===== config.mk =====
export PLATFORM = sky130hd
export DESIGN_NAME = reorder_buffer
export DESIGN_NICKNAME = d
export VERILOG_FILES = /design/src/rtl/reorder_buffer_pkg.sv /design/src/rtl/reorder_buffer.sv
export SDC_FILE = /design/constraint.sdc
export NUM_CORES = 1
export LEC_CHECK = 0
export BUFFER_PORTS_ARGS = -buffer_cell sky130_fd_sc_hd__buf_2
export CORE_ASPECT_RATIO = 1.5
export CORE_MARGIN = 2
export CORE_UTILIZATION = 40
export CTS_BUF_LIST = sky130_fd_sc_hd__clkbuf_8
export CTS_CLUSTER_SIZE = 25
export DETAILED_ROUTE_END_ITERATION = 8
export PLACE_DENSITY = 0.61
export SLEW_MARGIN = 20
export SYNTH_ARGS = -nofsm -noshare
export SYNTH_HDL_FRONTEND = slang
export SYNTH_SLANG_ARGS = --single-unit

===== constraint.sdc =====
create_clock -name clk_in -period 11.7 [get_ports clk_in]
set_input_delay 0 -clock clk_in [delete_from_list [all_inputs] [get_ports clk_in]]
set_output_delay 0 -clock clk_in [all_outputs]
set_load 0.005 [all_outputs]

===== src/rtl/reorder_buffer_pkg.sv =====
// Shared ROB definitions: index width, instruction-type encodings, entry layout.
package reorder_buffer_pkg;
  localparam int ROB_WIDTH = 3;

  typedef enum logic [1:0] {
    T_REG    = 2'd0,
    T_STORE  = 2'd1,
    T_BRANCH = 2'd2,
    T_JALR   = 2'd3
  } rob_type_e;

  typedef struct packed {
    rob_type_e   typ;
    logic [4:0]  rd;
    logic        pred;
    logic [31:0] alt_pc;
    logic [31:0] val;
  } rob_entry_t;
endpackage


===== src/rtl/reorder_buffer.sv =====
// Circular reorder buffer: in-order issue, two CDB writeback ports, operand
// search with same-cycle forwarding, in-order commit and mispredict flush.
module reorder_buffer
  import reorder_buffer_pkg::*;
(
  input  logic                 clk_in,
  input  logic                 rst_in,
  input  logic                 rdy_in,
  input  logic                 issue_valid,
  input  logic [1:0]           issue_type,
  input  logic [4:0]           issue_rd,
  input  logic                 issue_pred_taken,
  input  logic [31:0]          issue_alt_pc,
  output logic [ROB_WIDTH-1:0] issue_rob_id,
  output logic                 full,
  input  logic                 wb_valid_0,
  input  logic [ROB_WIDTH-1:0] wb_rob_id_0,
  input  logic [31:0]          wb_val_0,
  input  logic                 wb_valid_1,
  input  logic [ROB_WIDTH-1:0] wb_rob_id_1,
  input  logic [31:0]          wb_val_1,
  input  logic [ROB_WIDTH-1:0] search_rob_id_1,
  input  logic [ROB_WIDTH-1:0] search_rob_id_2,
  output logic                 search_ready_1,
  output logic                 search_ready_2,
  output logic [31:0]          search_val_1,
  output logic [31:0]          search_val_2,
  output logic                 commit_ready,
  output logic [4:0]           commit_reg_id,
  output logic [31:0]          commit_val,
  output logic [ROB_WIDTH-1:0] commit_rob_id,
  output logic                 commit_store,
  output logic                 clear,
  output logic [31:0]          clear_pc
);
  localparam int ROB_SIZE = 1 << ROB_WIDTH;

  rob_entry_t             ent [ROB_SIZE];
  logic [ROB_SIZE-1:0]    busy, ready;
  logic [ROB_WIDTH-1:0]   head, tail;
  logic [ROB_WIDTH:0]     count;
  logic                   issue_ok, wb_ok_0, wb_ok_1, retire, mispredict;
  rob_entry_t             hd;

  assign full         = count == (ROB_WIDTH+1)'(ROB_SIZE);
  assign issue_rob_id = tail;
  assign hd           = ent[head];
  // full is taken from the pre-commit count, so a slot freed this cycle is not reusable yet
  assign issue_ok     = issue_valid && !full && !clear;
  assign wb_ok_0      = wb_valid_0 && busy[wb_rob_id_0] && !clear;
  assign wb_ok_1      = wb_valid_1 && busy[wb_rob_id_1] && !clear;
  assign retire       = !clear && count != '0 && ready[head];
  assign mispredict   = hd.typ == T_JALR || (hd.typ == T_BRANCH && hd.val[0] != hd.pred);

  // Port 0 is applied last so it wins when both CDB ports hit the searched id
  always_comb begin
    search_ready_1 = ready[search_rob_id_1];
    search_val_1   = ent[search_rob_id_1].val;
    search_ready_2 = ready[search_rob_id_2];
    search_val_2   = ent[search_rob_id_2].val;
    if (wb_valid_1 && wb_rob_id_1 == search_rob_id_1) begin
      search_ready_1 = 1'b1;
      search_val_1   = wb_val_1;
    end
    if (wb_valid_1 && wb_rob_id_1 == search_rob_id_2) begin
      search_ready_2 = 1'b1;
      search_val_2   = wb_val_1;
    end
    if (wb_valid_0 && wb_rob_id_0 == search_rob_id_1) begin
      search_ready_1 = 1'b1;
      search_val_1   = wb_val_0;
    end
    if (wb_valid_0 && wb_rob_id_0 == search_rob_id_2) begin
      search_ready_2 = 1'b1;
      search_val_2   = wb_val_0;
    end
  end

  always_ff @(posedge clk_in) begin
    if (rst_in) begin
      head          <= '0;
      tail          <= '0;
      count         <= '0;
      busy          <= '0;
      ready         <= '0;
      clear         <= 1'b0;
      clear_pc      <= '0;
      commit_ready  <= 1'b0;
      commit_reg_id <= '0;
      commit_val    <= '0;
      commit_rob_id <= '0;
      commit_store  <= 1'b0;
    end else if (rdy_in) begin
      commit_ready <= retire;
      clear        <= retire && mispredict;
      if (retire) begin
        commit_rob_id <= head;
        commit_val    <= hd.val;
        commit_reg_id <= (hd.typ == T_REG || hd.typ == T_JALR) ? hd.rd : 5'd0;
        commit_store  <= hd.typ == T_STORE;
        if (mispredict) clear_pc <= (hd.typ == T_JALR) ? hd.val : hd.alt_pc;
      end else begin
        commit_reg_id <= '0;
        commit_store  <= 1'b0;
      end
      if (wb_ok_0) begin
        ent[wb_rob_id_0].val <= wb_val_0;
        ready[wb_rob_id_0]   <= 1'b1;
      end
      if (wb_ok_1) begin
        ent[wb_rob_id_1].val <= wb_val_1;
        ready[wb_rob_id_1]   <= 1'b1;
      end
      if (issue_ok) begin
        ent[tail].typ    <= rob_type_e'(issue_type);
        ent[tail].rd     <= issue_rd;
        ent[tail].pred   <= issue_pred_taken;
        ent[tail].alt_pc <= issue_alt_pc;
        ready[tail]      <= 1'b0;
        busy[tail]       <= 1'b1;
        tail             <= tail + 1'b1;
      end
      if (retire) begin
        busy[head]  <= 1'b0;
        ready[head] <= 1'b0;
        head        <= head + 1'b1;
      end
      count <= count + (ROB_WIDTH+1)'(issue_ok) - (ROB_WIDTH+1)'(retire);
      // The branch retires normally; everything younger is discarded
      if (retire && mispredict) begin
        head  <= '0;
        tail  <= '0;
        count <= '0;
        busy  <= '0;
        ready <= '0;
      end
    end
  end
endmodule


==> metrics.yaml, run 1 <==
outcome: "complete, no violations"
layout.nets: 2789
r2r_cells: 8
tritoncts: "done"
synth_area_leaders: "edfxtp_1 (50%), mux4_2 (18%), mux2_2 (8.3%)"
grt_pass1_vias: 23800
finalHoldViolations: 0
detail-route-antenna-nets: 0
maxCapViolations: 0
syn_inst: 2340
finalClockSkew_ns: 0.0354
grt_pass1_wl_um: 156000
die_area_sq_um: 89700
globalplace.congestion: 0.836
grt_overflow: 0
first_pass_iters: 5
startpoint_type: "flip-flop"
worstSkewPairLatency_ns: 0.75
fin_crit_ns: 4.36
pwr_density_cell_nw_per_um2: 121
fp-row-count: 132
min_path_cells: 2
syn_nets: 2474
grt_max_degree: 77
dp_cells: 3541
core_sq_um: 86400
fmax_ghz: 0.230
place_hpwl_um: 65800
vdd_drop_max_uv: 72.1
drive_above_1_share_pct: 37.4
clockBufferDepth: 3
yosys_most_used_dff: "edfxtp_1"
cts_max_level: 3
setup_viol: 0
p_leak_nw: 13.7
drc_errors: 0
worstPathRequired_ns: 12.30
ys_warn_count: 0
async_flop_share_pct: 0
syn_to_final_growth_pct: 16.4
drv_slew: 0
cts_buffers: 98
rsz0062_at_grt: "false"
synth_largest_area_cell: "edfxtp_1"
synth_edf_count: 576
path_max_fanout: 38
synth_area_sq_um: 34900
die_h_um: 366
relSlewSlack_pct: 33.1
hp-class: "input pin to flip-flop"
synth_cell_types: 59
critPathKind: "flip-flop to flip-flop"
io_pins: 267
start_util_pct: 40.4
globalRouteTotalUtil_pct: 23.6
tightest_slew_ns: 1.00
ys_seq_area_share_pct: 55.5
drt-initial-drc-count: 1824
vias_per_cell: 5.85
synth_area_per_cell_sq_um: 14.9
critPathCaptureType: "flip-flop"
antenna_found_initial: 14
fin_area_sq_um: 40600
synth_top_area_share_pct: 49.5
clock_sinks: 680
wl_per_cell_um: 27.3
numPortBuffers: 266
ys_seq_elements: 680
post_dp_cell_area_sq_um: 37200
fin_setup_tns_ns: 0
die_x_um: 245
whs_ns: 0.0903
vias: 22700
fin_crit_sh_pct: 37.2
clk_pin_slew_ns: 0.06
cts_root_buf: "clkbuf_8"
post_cts_buffers: 0
stdcell_count: 3884
wl_um: 106000
crit_arrival_ns: 4.95
-- synthesized netlist by cell type (all sizes together) (5+ instances only) --
master	number
edfxtp	576
mux4	278
mux2	259
nand2	202
o21ai	178
clkbuf	134
buf	118
mux2i	108
dfxtp	104
a211oi	97
nor2	60
nor2b	39
nand3	37
inv	15
a21oi	14
ha	11
nor3	11
xnor2	10
o22a	8
xor2	7
a32o	6
a22o	5
a31oi	5
-- kinds of logic after synthesis --
group           synth area share, %
compound gates                 6.10
xor+xnor                      0.426
fa+ha+maj                     0.452
buf+inv                        3.20
flops                          55.5
mux                            29.4
simple gates                   4.88
-- cell usage in the layout (no fill, tap or decap), types with 5 or more instances in the layout --
cell type      netlist  routed
mux2i_1            107     107
a22o_1               5       5
nand3_1             36      35
dfxtp_1            104     101
a32o_1               6       6
inv_1               13      47
xor2_1               7       7
nor2_4               0       7
o21ai_4              0       6
diode_2              0       8
o21ai_0            177     171
nor2b_1             39      39
ha_1                11      10
buf_4               13      53
a21oi_1             14      14
nand2_1            202     196
nand2_2              0       6
edfxtp_1           576     576
xnor2_1             10      10
nor2_1              59      52
a211oi_1            96      95
mux2_2             258     258
nor3_1              11       8
o22a_1               8       8
buf_2               50     261
dlygate4sd3_1        0     153
clkinv_1             0      15
clkbuf_8             0     113
mux4_2             278     278
clkinv_2             0      16
-- layout make-up --
class / count / area (sq um)
fill: 7560 / 45700
sequential: 680 / 19400
multi-input combinational: 1393 / 14600
timing repair buffer: 467 / 3240
clock buffer: 113 / 1560
tap: 1139 / 1430
clock inverter: 69 / 339
inverter: 15 / 56.3
antenna: 8 / 20.0
-- flip-flops by register name (all words and copies together) (netlist names), named ones only --
register and count:
ent 576, clear_pc 32, commit_val 32, busy 8, ready 8, commit_reg_id 5
count 4, commit_rob_id 3, head 3, issue_rob_id 3, clear 1, commit_ready 1
commit_store 1
-- critical path: stages, from the launching register on --
cell and delay, ns:
dfxtp_4 0.84, buf_4 0.70, mux4_2 0.63, mux2i_4 0.25, xor2_1 0.37, a21oi_1 0.18
nor2_2 0.62, buf_4 0.42, o21ai_0 0.14
-- stage by stage --
step	utilization (%)	total power [mW]	setup slack, ns
final	47.1	4.91	7.34
after global routing	47.0	5.08	7.03
after detailed placement	43.1	3.07	7.27
after global placement	43.1	3.06	7.17
after CTS	47.0	4.96	7.23
after floorplan	-	2.93	7.19
-- path summary, 6_finish.rpt --
check	start	endpoint	slack, ns
max	flip-flop	clear_pc[18]	7.34
min	issue_alt_pc[9]	ent[3][41]	0.09
max reg2reg	flip-flop	clear_pc[18]	7.34
min reg2reg	commit_reg_id[2]	commit_reg_id[2]	0.47
-- what timing repair did --
item | in CTS | in global routing
gates resized for setup | 0 | 0
hold buffers | 153 | 0
hold endpoints to repair | 642 | 0
-- per-layer routing --
| layer | part of all wire, % | up-vias | track usage (%) |
|---|---|---|---|
| li1 | - | 9903 | - |
| met1 | 39 | 11700 | 28.7 |
| met2 | 51 | 877 | 40.7 |
| met3 | 6.7 | 202 | 4.97 |
| met4 | 3.6 | 8 | 9.51 |
| met5 | 0.048 | - | 0 |
-- power by group --
| part | internal, mW | leakage, nW | switching [mW] |
|---|---|---|---|
| Sequential | 2.63 | 6.02 | 0.00437 |
| Clock | 0.924 | 1.11 | 0.927 |
| Combinational | 0.189 | 6.57 | 0.234 |
| Total | 3.75 | 13.7 | 1.17 |
Power figures use the tool's default switching activity.
==> run 2: changes to the inputs <==
clock period = 4.1 ns   (was 11.7 ns; I/O delays follow)
==> metrics.yaml, run 2 (synthesized netlist as in run 1, its figures left out) <==
outcome: "complete, no violations"
fin_crit_ns: 3.54  # -0.814 ns
cp.depth: 7  # -1
slowest_delay_ns: 0.55  # -0.29 ns
finalHoldViolations: 0  # unchanged
largest_reg_flops: 576  # unchanged
pwr_density_cell_nw_per_um2: 344  # +180%
globalplace.congestion: 0.849  # +1.5%
die_h_um: 366  # unchanged
tightest_slew_ns: 1.01  # +0.00506 ns
grt_pass1_wl_um: 156000  # -0.25%
hp-class: "input pin to flip-flop"
globalRouteTotalUtil_pct: 23.5  # -0.092 points
whs_ns: 0.0724  # -0.0179 ns
preCtsSetupSlack_ns: 0.944  # -6.33 ns
vias: 23000  # +1.1%
cts_max_level: 3  # unchanged
worstPathRequired_ns: 4.61  # -7.69 ns
drive_above_1_share_pct: 37.5  # about the same
fin_setup_tns_ns: 0  # unchanged
p_leak_nw: 14.0  # +2.1%
wl_per_cell_um: 27.0  # -1.1%
detail-route-antenna-nets: 0  # unchanged
vias_per_cell: 5.85  # about the same
fmax_ghz: 0.282  # +23%
cts_root_buf: "clkbuf_8"
final_cell_mix: "edfxtp_1 (576), mux4_2 (278), buf_2 (261)"
drv_slew: 0  # unchanged
fin_crit_sh_pct: 86.4  # +49 points
drc_errors: 0  # unchanged
cpLargestDelayFamily: "buffers and inverters"
multi_input_area_sq_um: 14600  # +0.11%
top_regs: "ent x576, clear_pc x32, commit_val x32"
die_x_um: 245  # unchanged
drt-initial-drc-count: 1812  # -0.66%
core_sq_um: 86400  # unchanged
first_pass_iters: 7  # +2
layout.nets: 2832  # +1.5%
r2r_cells: 7  # -1
crit_arrival_ns: 4.05  # -0.90 ns
worst-path-buf-inv: 2  # unchanged
critical-path-slowest-cell: "dlygate4sd3_1"
fp-row-count: 132  # unchanged
stdcell_count: 3928  # +1.1%
rsz0062_at_grt: "false"
grt_overflow: 0  # unchanged
n_fill_cell: 7514  # -0.61%
vdd_drop_max_uv: 240  # +230%
die_area_sq_um: 89700  # unchanged
cts_buffers: 100  # +2.0%
grt_pass1_vias: 24100  # +1.6%
relSlewSlack_pct: 32.8  # -0.34 points
clock_sinks: 680  # unchanged
worstSkewPairLatency_ns: 0.78  # +0.03 ns
finalClockSkew_ns: 0.0374  # +0.00195 ns
final_common_cell: "edfxtp_1"
startpoint_type: "flip-flop"
critPathKind: "flip-flop to flip-flop"
critPathCaptureType: "flip-flop"
setup_viol: 0  # unchanged
grt_max_degree: 103  # +34%
post_cts_buffers: 0  # unchanged
tritoncts: "done"
min_path_cells: 2  # unchanged
crit_chain: "mux4_2 > and4bb_2 > and2_1 > nand2_2 > buf_4 > mux2_2 > dlygate4sd3_1"
top_register: "ent"
dp_cells: 3557  # +0.45%
maxCapViolations: 0  # unchanged
place_hpwl_um: 68600  # +4.4%
clockBufferDepth: 3  # unchanged
syn_to_final_growth_pct: 18.1
fin_ws_ns: 0.558  # -6.79 ns
clk_pin_slew_ns: 0.07  # about the same
path_max_fanout: 22  # -42%
start_util_pct: 40.4  # unchanged
io_pins: 267  # unchanged
numPortBuffers: 266  # unchanged
ff_latch_area_sq_um: 19400  # unchanged
wl_um: 106000  # about the same
antenna_found_initial: 9  # -5
[run 2: cell types whose count changed in the layout (fill, tap and decap cells not counted), moves of 3 or more]
cell | previous run | this run
dlygate4sd3_1 | 153 | 177
buf_12 | 0 | 11
clkinv_2 | 16 | 10
buf_4 | 53 | 58
diode_2 | 8 | 4
inv_1 | 47 | 51
inv_12 | 0 | 3
[run 2: cell type report]
| cell class | count | share of cell area [%] |
|---|---|---|
| Sequential cell | 680 | 47.0 |
| Multi-Input combinational cell | 1393 | 35.5 |
| Timing Repair Buffer | 508 | 9.12 |
| Clock buffer | 115 | 3.84 |
| Tap cell | 1139 | 3.45 |
| Clock inverter | 74 | 0.937 |
| Inverter | 15 | 0.137 |
| Antenna cell | 4 | 0.0243 |
[run 2: final timing paths]
check	slack [ns]	end	startpoint
max reg2reg	0.56	ent[0][21]	busy[3]
min reg2reg	0.47	commit_reg_id[0]	commit_reg_id[0]
max	0.56	ent[0][21]	busy[3]
min	0.07	ent[0][33]	issue_alt_pc[1]
[run 2: metrics by stage]
step / util [%] / power (mW) / cell area [sq um]
CTS: 47.7 / 14.3 / 41200
floorplan: - / 8.35 / 34900
global placement: 43.4 / 8.75 / 37500
detailed placement: 43.4 / 8.78 / 37500
global route: 47.7 / 14.7 / 41200
finish: 47.8 / 14.2 / 41200
[run 2: layer usage]
layer / share of wire (%) / global-route usage, % / vias to the layer above / wire length (um)
met5: 0.068 / 0 / - / 72
met4: 3.9 / 10.0 / 10 / 4090
met3: 6.5 / 4.61 / 231 / 6880
met2: 51 / 41.2 / 903 / 54600
met1: 38 / 28.0 / 11800 / 40500
li1: - / - / 9998 / -
[run 2: power breakdown]
group          leakage, nW  internal, mW  switching, mW
logic                 6.83         0.567          0.671
registers             6.02          7.52         0.0129
clock network         1.14          2.66           2.78
[run 2: repair_timing]
item / in CTS / in global routing
gates resized for setup: 0 / 0
endpoints found under the hold margin: 605 / 0
hold buffers: 177 / 0
endpoints found under the setup margin: 0 / 0
==> run 3: changes to the inputs <==
==> constraint.sdc (replaced) <==
create_clock -name clk_in -period 4.1 [get_ports clk_in]
set_input_delay 0.205 -clock clk_in [delete_from_list [all_inputs] [get_ports clk_in]]
set_output_delay 0.205 -clock clk_in [all_outputs]
set_load 0.005 [all_outputs]
==> metrics.yaml, run 3 (synthesized netlist as in run 1, its figures left out) <==
outcome: "complete, no violations"
vias_per_cell: 5.90  # +0.87%
fin_crit_sh_pct: 86.4  # about the same
tightest_slew_ns: 1.10  # +0.0920 ns
critical-path-slowest-cell: "dlygate4sd3_1"
drt-initial-drc-count: 2087  # +15%
globalplace.congestion: 0.842  # -0.79%
startpoint_type: "flip-flop"
r2r_start: "busy[5]"
top_regs: "ent x576, clear_pc x32, commit_val x32"
dp_cells: 3568  # +0.31%
syn_to_final_growth_pct: 17.7
fin_ws_ns: 0.556  # -0.00187 ns
fp-row-count: 132  # unchanged
grt_pass1_vias: 24200  # +0.20%
rsz0062_at_grt: "false"
cts_root_buf: "clkbuf_8"
ff_latch_area_sq_um: 19400  # unchanged
path_max_fanout: 19  # -14%
critPathKind: "flip-flop to flip-flop"
drv_slew: 0  # unchanged
cts_buffers: 99  # -1.0%
setup.worst_path.start: "busy[5]"
stdcell_count: 3896  # -0.81%
die_area_sq_um: 89700  # unchanged
layout.nets: 2801  # -1.1%
drive_above_1_share_pct: 38.5  # +1.0 points
finalHoldViolations: 0  # unchanged
die_h_um: 366  # unchanged
multi_input_area_sq_um: 14600  # about the same
final_common_cell: "edfxtp_1"
tritoncts: "done"
fin_crit_ns: 3.54  # +0.00187 ns
clockBufferDepth: 3  # unchanged
core_sq_um: 86400  # unchanged
post_cts_buffers: 0  # unchanged
cpLargestDelayFamily: "buffers and inverters"
cp.depth: 7  # unchanged
worstSkewPairLatency_ns: 0.77  # about the same
io_pins: 267  # unchanged
grt_pass1_wl_um: 156000  # +0.19%
clock_sinks: 680  # unchanged
numPortBuffers: 266  # unchanged
n_fill_cell: 7542  # +0.37%
first_pass_iters: 8  # +1
wl_um: 106000  # +0.32%
ctsResizeCount: 0  # unchanged
crit_chain: "mux4_2 > and4b_1 > and2_1 > nand3_2 > buf_4 > mux2_2 > dlygate4sd3_1"
whs_ns: 0.0993  # +0.0270 ns
relSlewSlack_pct: 26.6  # -6.1 points
setup_viol: 0  # unchanged
critPathCaptureType: "flip-flop"
hp-class: "input pin to flip-flop"
fmax_ghz: 0.282  # about the same
clk_pin_slew_ns: 0.08  # about the same
final_cell_mix: "edfxtp_1 (576), mux4_2 (278), buf_2 (261)"
r2r_setup_slack_ns: 0.56  # about the same
worst-path-buf-inv: 2  # unchanged
rr_endpoint: "ent[7][15]"
r2r_cells: 7  # unchanged
cts_max_level: 3  # unchanged
pwr_density_cell_nw_per_um2: 355  # +3.0%
die_x_um: 245  # unchanged
vdd_drop_max_uv: 245  # +2.1%
maxCapViolations: 0  # unchanged
antenna_found_initial: 13  # +4
grt_max_degree: 103  # unchanged
min_from: "wb_rob_id_0[0]"
vias: 23000  # +0.044%
start_util_pct: 40.4  # unchanged
finalClockSkew_ns: 0.0480  # +0.0107 ns
place_hpwl_um: 68900  # +0.41%
drc_errors: 0  # unchanged
cts-hold-fix-buffers: 137  # -23%
grt_overflow: 0  # unchanged
preCtsSetupSlack_ns: 0.744  # -0.199 ns
globalRouteTotalUtil_pct: 23.5  # about the same
crit_arrival_ns: 4.03  # -0.02 ns
p_leak_nw: 13.9  # -0.67%
top_register: "ent"
detail-route-antenna-nets: 0  # unchanged
worstPathRequired_ns: 4.59  # -0.02 ns
cp-endpoint: "ent[7][15]"
slowest_delay_ns: 0.56  # about the same
wl_per_cell_um: 27.3  # +1.1%
largest_reg_flops: 576  # unchanged
[run 3: changes by cell type in the layout (fill, tap and decap cells not counted), moves of 2 or more]
cell,previous run,this run
clkinv_1,15,13
diode_2,4,6
inv_6,1,3
buf_4,58,67
inv_1,51,43
nand2_4,2,0
buf_16,1,3
clkinv_2,10,12
bufinv_16,1,8
dlygate4sd3_1,177,137
inv_12,3,0
nand2_2,4,6
[run 3: worst min-delay path by stage]
stage                   to  slack (ns)  depth (start not counted)
6_report          ready[7]         0.1                          4
5_1_grt           ready[7]        0.12                          4
4_1_cts           ready[7]       0.007                          4
3_5_place_dp   clear_pc[0]        0.45                          2
3_3_place_gp      count[2]        0.44                          2
2_1_floorplan   ent[0][32]        0.30                          0
[run 3: tightest hold or removal path, cell delays in order]
cell	delay (ns)
buf_2	0.22
nand4_1	0.13
a21oi_1	0.06
a22o_1	0.19
[run 3: per-layer routing]
metal | part of all wire [%] | track usage, %
met5 | 0.074 | 0
met2 | 52 | 41.6
met4 | 3.9 | 9.69
met3 | 6.4 | 4.48
met1 | 38 | 27.9
[run 3: through the flow]
stage	setup TNS [ns]	cell area [sq um]	utilization (%)	total power [mW]
after floorplan	-3.26	34900	-	8.35
after global placement	0	37500	43.4	8.75
after detailed placement	0	37600	43.5	8.78
after CTS	0	41100	47.5	14.7
after global routing	0	41100	47.6	15.1
final	0	41100	47.6	14.6
[run 3: report_power, final]
group	switching [mW]	internal [mW]	total [mW]
sequential	0.0128	7.51	7.53
combinational	0.669	0.547	1.22
clock	2.74	3.09	5.83
total	3.43	11.2	14.6
[run 3: layout make-up]
cell class | instances | share of cell area [%]
sequential | 680 | 47.2
multi-input combinational | 1393 | 35.6
timing repair buffer | 478 | 8.43
clock buffer | 116 | 3.89
tap | 1139 | 3.47
clock inverter | 69 | 1.24
inverter | 15 | 0.137
antenna | 6 | 0.0365
